### config.mk
export PLATFORM = sky130hd
export DESIGN_NAME = ibex_msg_mailbox
export DESIGN_NICKNAME = d
export VERILOG_FILES = /design/src/rtl/ibex_msg_mailbox.sv
export SDC_FILE = /design/constraint.sdc
export NUM_CORES = 1
export LEC_CHECK = 0
export BUFFER_PORTS_ARGS = -buffer_cell sky130_fd_sc_hd__buf_2
export CORE_MARGIN = 2
export CORE_UTILIZATION = 55
export CTS_CLUSTER_DIAMETER = 150
export DETAILED_ROUTE_END_ITERATION = 10
export GPL_ROUTABILITY_DRIVEN = 0
export PLACE_DENSITY = 0.83
export SYNTH_ARGS = -nofsm -noshare
export SYNTH_HDL_FRONTEND = slang
export SYNTH_SLANG_ARGS = --single-unit
export TNS_END_PERCENT = 5
### constraint.sdc
create_clock -name clk_i -period 18.3 [get_ports clk_i]
set_input_delay 0.915 -clock clk_i [delete_from_list [all_inputs] [get_ports clk_i]]
set_output_delay 0.915 -clock clk_i [all_outputs]
set_load 0.1 [all_outputs]
### src/rtl/ibex_msg_mailbox.sv
// Inter-core message mailbox: a staging buffer feeds a TX FIFO onto the link, and an
// address filter feeds an RX FIFO that the core reads.

module ibex_msg_mailbox_fifo #(
    parameter int Width = 8,
    parameter int Depth = 2
) (
    input  logic             clk_i,
    input  logic             rst_i,
    input  logic             push_i,
    input  logic [Width-1:0] wdata_i,
    input  logic             pop_i,
    output logic             full_o,
    output logic             valid_o,
    output logic [Width-1:0] rdata_o
);
    localparam int PtrW = (Depth > 1) ? $clog2(Depth) : 1;
    localparam int CntW = $clog2(Depth + 1);

    logic [Width-1:0] mem_q [Depth];
    logic [Width-1:0] mem_d [Depth];
    logic [PtrW-1:0]  wptr_q, wptr_d, rptr_q, rptr_d;
    logic [CntW-1:0]  cnt_q, cnt_d;
    logic             do_push, do_pop;

    assign full_o  = (cnt_q == CntW'(Depth));
    assign valid_o = (cnt_q != '0);
    // Gate with valid so stale storage never shows after reset
    assign rdata_o = valid_o ? mem_q[rptr_q] : '0;

    always_comb begin
        do_push = push_i && !full_o;
        do_pop  = pop_i && valid_o;
        mem_d   = mem_q;
        wptr_d  = wptr_q;
        rptr_d  = rptr_q;
        cnt_d   = cnt_q;
        if (do_push) begin
            mem_d[wptr_q] = wdata_i;
            wptr_d = (wptr_q == PtrW'(Depth - 1)) ? '0 : wptr_q + 1'b1;
        end
        if (do_pop) begin
            rptr_d = (rptr_q == PtrW'(Depth - 1)) ? '0 : rptr_q + 1'b1;
        end
        if (do_push && !do_pop) begin
            cnt_d = cnt_q + 1'b1;
        end else if (!do_push && do_pop) begin
            cnt_d = cnt_q - 1'b1;
        end
    end

    always_ff @(posedge clk_i) begin
        if (rst_i) begin
            wptr_q <= '0;
            rptr_q <= '0;
            cnt_q  <= '0;
        end else begin
            wptr_q <= wptr_d;
            rptr_q <= rptr_d;
            cnt_q  <= cnt_d;
        end
    end

    always_ff @(posedge clk_i) begin
        mem_q <= mem_d;
    end
endmodule

module ibex_msg_mailbox #(
    parameter int DataWidth = 32,
    parameter int MaxWords  = 4,
    parameter int AddrWidth = 5,
    parameter int TxDepth   = 2,
    parameter int RxDepth   = 2,
    localparam int LenW     = (MaxWords > 1) ? $clog2(MaxWords) : 1,
    localparam int MsgW     = MaxWords * DataWidth
) (
    input  logic                 clk_i,
    input  logic                 rst_i,
    input  logic [AddrWidth-1:0] node_id_i,
    input  logic                 stg_we_i,
    input  logic [LenW-1:0]      stg_idx_i,
    input  logic [DataWidth-1:0] stg_wdata_i,
    input  logic                 send_i,
    input  logic [LenW-1:0]      send_len_i,
    input  logic [AddrWidth-1:0] send_addr_i,
    output logic                 tx_full_o,
    output logic [MsgW-1:0]      tx_data_o,
    output logic [LenW-1:0]      tx_len_o,
    output logic [AddrWidth-1:0] tx_addr_o,
    output logic                 tx_valid_o,
    input  logic                 tx_ready_i,
    input  logic                 rx_valid_i,
    output logic                 rx_ready_o,
    input  logic [AddrWidth-1:0] rx_addr_i,
    input  logic [LenW-1:0]      rx_len_i,
    input  logic [MsgW-1:0]      rx_data_i,
    output logic                 rd_valid_o,
    output logic [AddrWidth-1:0] rd_addr_o,
    output logic [LenW-1:0]      rd_len_o,
    output logic [MsgW-1:0]      rd_data_o,
    input  logic                 rd_pop_i,
    output logic                 err_send_o,
    output logic [15:0]          drop_cnt_o
);
    localparam int EntW = AddrWidth + LenW + MsgW;

    logic [MsgW-1:0] stg_q, stg_d;
    logic            err_q, err_d;
    logic [15:0]     drop_q, drop_d;
    logic            rx_full, rx_hs, rx_match;
    logic [EntW-1:0] tx_wdata, tx_rdata, rx_wdata, rx_rdata;

    function automatic logic [MsgW-1:0] mask_words(input logic [MsgW-1:0] d,
                                                   input logic [LenW-1:0] len);
        for (int k = 0; k < MaxWords; k++) begin
            if (k > int'(len)) d[k*DataWidth +: DataWidth] = '0;
        end
        return d;
    endfunction

    always_comb begin
        stg_d = stg_q;
        for (int k = 0; k < MaxWords; k++) begin
            if (stg_we_i && int'(stg_idx_i) == k) begin
                stg_d[k*DataWidth +: DataWidth] = stg_wdata_i;
            end
        end
    end

    // Commit from stg_d so a same-cycle staging write is included
    assign tx_wdata = {send_addr_i, send_len_i, mask_words(stg_d, send_len_i)};

    assign rx_ready_o = !rx_full;
    assign rx_hs      = rx_valid_i && rx_ready_o;
    assign rx_match   = (rx_addr_i == node_id_i) || (&rx_addr_i);
    assign rx_wdata   = {rx_addr_i, rx_len_i, mask_words(rx_data_i, rx_len_i)};

    always_comb begin
        err_d  = err_q || (send_i && tx_full_o);
        drop_d = drop_q;
        if (rx_hs && !rx_match && drop_q != 16'hFFFF) begin
            drop_d = drop_q + 16'd1;
        end
    end

    always_ff @(posedge clk_i) begin
        if (rst_i) begin
            stg_q  <= '0;
            err_q  <= 1'b0;
            drop_q <= '0;
        end else begin
            stg_q  <= stg_d;
            err_q  <= err_d;
            drop_q <= drop_d;
        end
    end

    ibex_msg_mailbox_fifo #(.Width(EntW), .Depth(TxDepth)) u_tx_fifo (
        .clk_i   (clk_i),
        .rst_i   (rst_i),
        .push_i  (send_i),
        .wdata_i (tx_wdata),
        .pop_i   (tx_ready_i),
        .full_o  (tx_full_o),
        .valid_o (tx_valid_o),
        .rdata_o (tx_rdata)
    );

    ibex_msg_mailbox_fifo #(.Width(EntW), .Depth(RxDepth)) u_rx_fifo (
        .clk_i   (clk_i),
        .rst_i   (rst_i),
        .push_i  (rx_hs && rx_match),
        .wdata_i (rx_wdata),
        .pop_i   (rd_pop_i),
        .full_o  (rx_full),
        .valid_o (rd_valid_o),
        .rdata_o (rx_rdata)
    );

    assign {tx_addr_o, tx_len_o, tx_data_o} = tx_rdata;
    assign {rd_addr_o, rd_len_o, rd_data_o} = rx_rdata;
    assign err_send_o = err_q;
    assign drop_cnt_o = drop_q;
endmodule
# --- Word level (Yosys, flattened, before mapping) ---
# Index checks and enable logic that the tools add are counted.
totals:
  ff_bits: 693
  inputBits: 188
  out_inout_bits: 291
  elab_cells: 111
classes:
  addsub: 9
  n_lt_le_gt_ge: 12
  n_eq_ne: 7
  n_mux: 32
  n_bitwise: 4
  reduce_logical: 34
op_table:
  columns: ["cell", "count"]
  rows:
  - ["$mux W135", 10]
  - ["$bwmux W270", 2]
  - ["$mux W32", 10]
  - ["$demux W135 S1", 2]
  - ["$logic_and A1 B1 Y1", 19]
  - ["$add A16 B1 Y16 const B", 1]
  - ["$ne A16 B16 Y1 const B", 1]
  - ["$eq A2 B2 Y1 const B", 4]
  - ["$ge A2 B2 Y1 const B", 4]
  - ["$gt A2 B2 Y1 const A", 4]
  - ["$mux W2", 4]
  - ["$not A1 Y2", 4]
  - ["$reduce_bool A2 Y1", 4]
  - ["$logic_not A1 Y1", 7]
  - ["$eq A5 B5 Y1", 1]
  - ["$reduce_and A5 Y1", 1]
  - ["$add A1 B1 Y1 const B", 4]
  - ["$add A2 B1 Y2 const B", 2]
  - ["$gt A1 B2 Y1 const A", 2]
  - ["$lt A2 B1 Y1 const B", 2]
  - ["$mux W1", 4]
  - ["$sub A2 B1 Y2 const B", 2]
  - ["$eq A2 B1 Y1 const B", 1]
  - ["$logic_not A2 Y1", 1]
  - ["$logic_or A1 B1 Y1", 2]

# --- Longest topological paths before layout ---
depth:
  ltp_word: 9
  mapped_depth: 8
  depth_no_buf: 8

# --- Cells and area by module ---
# Synthesis repeated with hierarchy kept, for this count alone.
unflattened:
  cells_unflattened: 1940
  area_unflattened_um2: 27513.9
by_module_without_submodules:
  columns: ["mod", "n_inst", "cells_each", "area_each_um2"]
  rows:
  - ["ibex_msg_mailbox_fifo", 2, 594, 10401.2]
  - ["ibex_msg_mailbox", 1, 752, 6711.4]

# --- Worst setup path before layout ---
# OpenSTA, ideal clock, no wires.
synth_path:
  path_kind: "input to register"
  start: "in node_id_i[0]"
  end: "reg u_rx_fifo.mem_q[135] (netlist name) (enable)"
  setup_time_ns: 0.647
  arrival_ns: 7.508
  required_time_ns: 17.653
  path_slack_ns: 10.145
  stages: 5
  path_buffers: 0
  cell_sequence: "xor2_1 nor3_1 a21oi_1 nor2_1 nor2b_1"
synth_between:
  elab_chain_len: 4
synth_lines:
  columns: ["item", "line_no", "source"]
  rows:
  - ["from (decl)", "80", "input logic [AddrWidth-1:0] node_id_i,"]
  - ["$eq A5 B5 Y1", "136", "assign rx_match = (rx_addr_i == node_id_i) || (&rx_addr_i);"]
  - ["$logic_or A1 B1 Y1", "136", null]
  - ["$logic_and A1 B1 Y1", "173", ".push_i (rx_hs && rx_match),"]
  - ["$logic_and A1 B1 Y1", "32", "do_push = push_i && !full_o;"]
  - ["via u_rx_fifo.do_push", "24", "logic do_push, do_pop;"]
  - ["to (signal assigned)", "65", "mem_q <= mem_d;"]
  - ["to (decl)", "20", "logic [Width-1:0] mem_q [Depth];"]
# The timed path passes the listed nets, and every way through them passes these cells.
# A chain may end at the register's enable or synchronous reset.

# --- Final worst setup path ---
layout_path:
  start: "reg u_tx_fifo.rptr_q"
  end: "out tx_data_o[105]"
layout_between:
  elab_chain_len: 5
layout_lines:
  columns: ["item", "line_no", "source"]
  rows:
  - ["from (decl)", "22", "logic [PtrW-1:0] wptr_q, wptr_d, rptr_q, rptr_d;"]
  - ["from (signal assigned)", "59", "rptr_q <= rptr_d;"]
  - ["$not A1 Y2 (not written as such)", "29", "assign rdata_o = valid_o ? mem_q[rptr_q] : '0;"]
  - ["$mux W135 (not written as such) (3 in a row)", "29", null]
  - ["$mux W135", "29", null]
  - ["to (decl)", "88", "output logic [MsgW-1:0] tx_data_o,"]
# No other way between the ends. The select of a mux whose other input is x is not followed.

==> impl_summary.md <==
Outcome
The flow ran to the end, and the final reports show no timing, DRC or antenna violations.

Clock network
The CTS H-tree depth is 3. The clock network latency to the later pin of the worst-skew pair is 0.60 ns. The cell chosen for the clock root is sky130_fd_sc_hd__clkbuf_16. The clock passes through at most 3 buffers. The total of cells resized after clock tree synthesis is 0. The number of setup buffers added after CTS is 0. The clock sink count is 693. TritonCTS created 69 clock buffers. The TritonCTS clock tree is built. The clock-pin slew on the worst setup and hold paths is 0.06 ns.

The hold-fix buffer count after cts is 0.

Place
The number of cells in the design after placement is 2985. The placed wire-length estimate after detailed placement is 42.0 mm. The count of input and output buffers is 478. The worst setup slack before clock tree synthesis is 14.13 ns.

STA
The worst-case hold slack is 0.471 ns. Across the routed clock network, the largest skew measured is 0.0273 ns. The number of max-slew violations in the final report is 0. The number of hold violations in the final report came to 0. In this run the tightest slew margin relative to its limit is 13.3%.

The transition time at the pin with the least slew margin is 1.30 ns. Dividing the final minimum period by the clock period gives 26.1%. The highest attainable clock frequency is 209 MHz.

Setup violations remaining at the end of the flow were counted as 0. In the post-route analysis, the smallest setup slack over all paths is ~14 ns. In the final timing run, aggregate negative setup slack is 0 ns.

The minimum clock period is roughly 4.8 ns. Setup repair after global routing left no endpoint under its margin.

Detailed routing
The violation count after the first detailed-routing iteration is 1520. The average detailed-routed wire length per instance is between 20 and 25 um. The first TritonRoute pass finished after 6 iterations.

The final route contains 17200 vias. The post-route DRC violation count is 0. Using the TritonRoute via totals, the vias-per-cell ratio works out to 5.51. The total routed wirelength is about 66 mm. The post-route antenna net violation count is 0.

Global route
The global-route met1 utilization is 29.8%. Global routing used 25.2% of the available tracks. The sum of overflow across all layers after global routing is 0.

In the global route stage, met3 resource usage came out at 6.97%. The global routing stage identified its most utilized layer as met2. The first global-routing pass estimated 97.9 mm of wire. The number of antenna violations at the first check in global routing was 12. Global routing consumed, on the met2 layer, 43.5% of the routing resources. The largest net degree at the start of global routing is 87. The via count of the first global-routing pass is roughly 17000.

Cells and area
The number of nets in the finished design is 2583. The filler-free cell count of the finished design is slightly above 3000. Registers take 19300 um2. The layout cell share with drive strength beyond 1 is between 20% and 30%.

The signed area change from the synthesized netlist to the final layout is 19.1%. Fill cells in the final layout number 3385. The area used by multi-input combinational logic is around 7500 um2.

Die
The total core area is about 49000 um2. The initial cell density of the core is between 50% and 60%. The area of the die is 51300 um2. After floorplanning, the core was divided into a little over 80 placement rows. From bottom edge to top edge, the die measures between 200 and 250 um.

The die is 226 um wide. The number of primary I/O pins is around 480.

Critical path
The required time reported for the critical path endpoint is 17.39 ns. Walking the worst path, the cells encountered are buf_4, buf_4, mux2i_1, nor2_1, buf_2. The data arrival at the endpoint of the critical path is between 3 and 4 ns.

The slowest stage of the critical path belongs to the cell sky130_fd_sc_hd__dfxtp_4. By startpoint and endpoint, the worst setup path is classified as reg -> out. For this run, the slowest stage of the critical path takes roughly 0.95 ns. The largest fanout on the critical path is 50.

By instance count, the cell type seen most on the critical path is sky130_fd_sc_hd__buf_4. The worst setup path is launched from a register. The type of destination of the critical path is a primary output.

Yosys
The warning count from the yosys run is 0. The number of unique standard cell types used by synthesis is 38. The leading cell type by number of instances after synthesis is sky130_fd_sc_hd__edfxtp_1.

In this run, synthesis inferred 540 flip-flops with an integrated enable. The share of the Yosys chip area taken by registers is between 70% and 80%. Of all cell types, the one taking the most synthesized area is sky130_fd_sc_hd__edfxtp_1.

The number of standard cells after synthesis is 1935. After synthesis the cells add up to about 27000 um2. The flop and latch count out of synthesis is 693. After synthesis, the cell types taking the most area are sky130_fd_sc_hd__edfxtp_1 60%, sky130_fd_sc_hd__mux2i_1 13%, sky130_fd_sc_hd__dfxtp_1 11%.

By count the netlist is led by 540 x sky130_fd_sc_hd__edfxtp_1, 450 x sky130_fd_sc_hd__nor2_1, 366 x sky130_fd_sc_hd__mux2i_1. The average instance area after synthesis is about 14 um2. The synthesized netlist net count is 2126. The most frequently used flop master after synthesis is sky130_fd_sc_hd__edfxtp_1. The share of synthesized area in the top cell type comes to between 50% and 60%. The share of synthesized registers carrying an async set or reset is 0%.

Pwr
The power consumption is 5.90 mW. The cell area power density is roughly 180 nW/um2. The analysis attributes to cell leakage a power of between 10 and 15 nW. The worst supply voltage drop on vdd is 0.229 mV.

Hold path
The path category of the worst min-delay check is reg -> reg.

Flow run
The tool flagged a number of max-cap violations equal to 0.
worst paths after layout:
path	slack (ns)	end	depth (start not counted)	startpoint
setup reg to reg	15.11	u_rx_fifo.mem_q[183]	6	u_rx_fifo.cnt_q[0]
setup / recovery	13.52	tx_data_o[105]	5	u_tx_fifo.rptr_q
hold reg to reg	0.47	err_send_o	2	err_send_o
hold / removal	0.47	err_send_o	2	err_send_o
critical path, delay by kind of cell, from the launching register on:
| kind | cells | cell delay [ns] |
|---|---|---|
| buffers and inverters | 3 | 1.90 |
| DFF | 1 | 0.95 |
| muxes | 1 | 0.20 |
| and+or+nand+nor | 1 | 0.15 |
layout by cell type (no fill, tap or decap), drive strengths merged, types with 3 or more instances in the layout:
master	synthesis	layout
or3	5	5
nand4	3	3
xor2	12	12
nand3	5	5
clkinv	0	27
or4	10	10
inv	7	10
dfxtp	153	153
ha	3	3
nor2b	68	68
edfxtp	540	540
o31ai	10	10
mux2i	366	366
a21oi	17	17
clkbuf	66	91
and2	66	66
nand2	16	16
diode	0	9
buf	49	501
nor2	450	450
o21ai	5	5
and3	33	33
mux2	35	35
per-stage QoR:
stage          cell area [um2]  utilization (%)
2_1_floorplan            27200                -
4_1_cts                  32400             66.3
3_5_place_dp             30200             61.9
6_report                 32400             66.4
3_3_place_gp             30200             61.9
5_1_grt                  32400             66.3
cells by family (layout without fill, tap and decap cells):
kind of cell               after synthesis  in the layout  share of synthesized area [%]
buffers and inverters                  122            633                           1.77
adders and majority gates                3              3                          0.138
muxes                                  401            401                           14.9
xor gates and xnor gates                12             12                          0.386
DFF                                    693            693                           70.8
other                                    0              9                              0
AOI/OAI and AO/OA                       37             37                          0.832
and+or+nand+nor                        667            667                           11.1
registers in the layout (all words and copies together), names as in the netlist:
| name | count |
|---|---|
| u_tx_fifo.rptr_q | 1 |
| stg_q | 128 |
| u_tx_fifo.cnt_q | 2 |
| u_rx_fifo.cnt_q | 2 |
| u_tx_fifo.wptr_q | 1 |
| drop_cnt_o | 16 |
| u_tx_fifo.mem_q | 270 |
| u_rx_fifo.rptr_q | 1 |
| err_send_o | 1 |
| u_rx_fifo.wptr_q | 1 |
| u_rx_fifo.mem_q | 270 |
power breakdown:
| part | internal [mW] | switching, mW |
|---|---|---|
| clock | 0.772 | 0.578 |
| sequential | 1.84 | 0.0646 |
| combinational | 0.395 | 2.25 |
layer usage:
layer  share of wire [%]  up-vias
met1                  38     8440
met5               0.035        -
li1                    -     7832
met2                  50      774
met4                 3.5        4
met3                 8.6      126
final cells by class:
cell class	count	area share (%)
sequential	693	59.5
multi-input combinational	1120	23.2
timing repair buffer	501	7.92
clock buffer	91	5.93
tap	664	2.56
clock inverter	34	0.772
inverter	7	0.0811
antenna	9	0.0695
(Power assumes the default switching activity.)
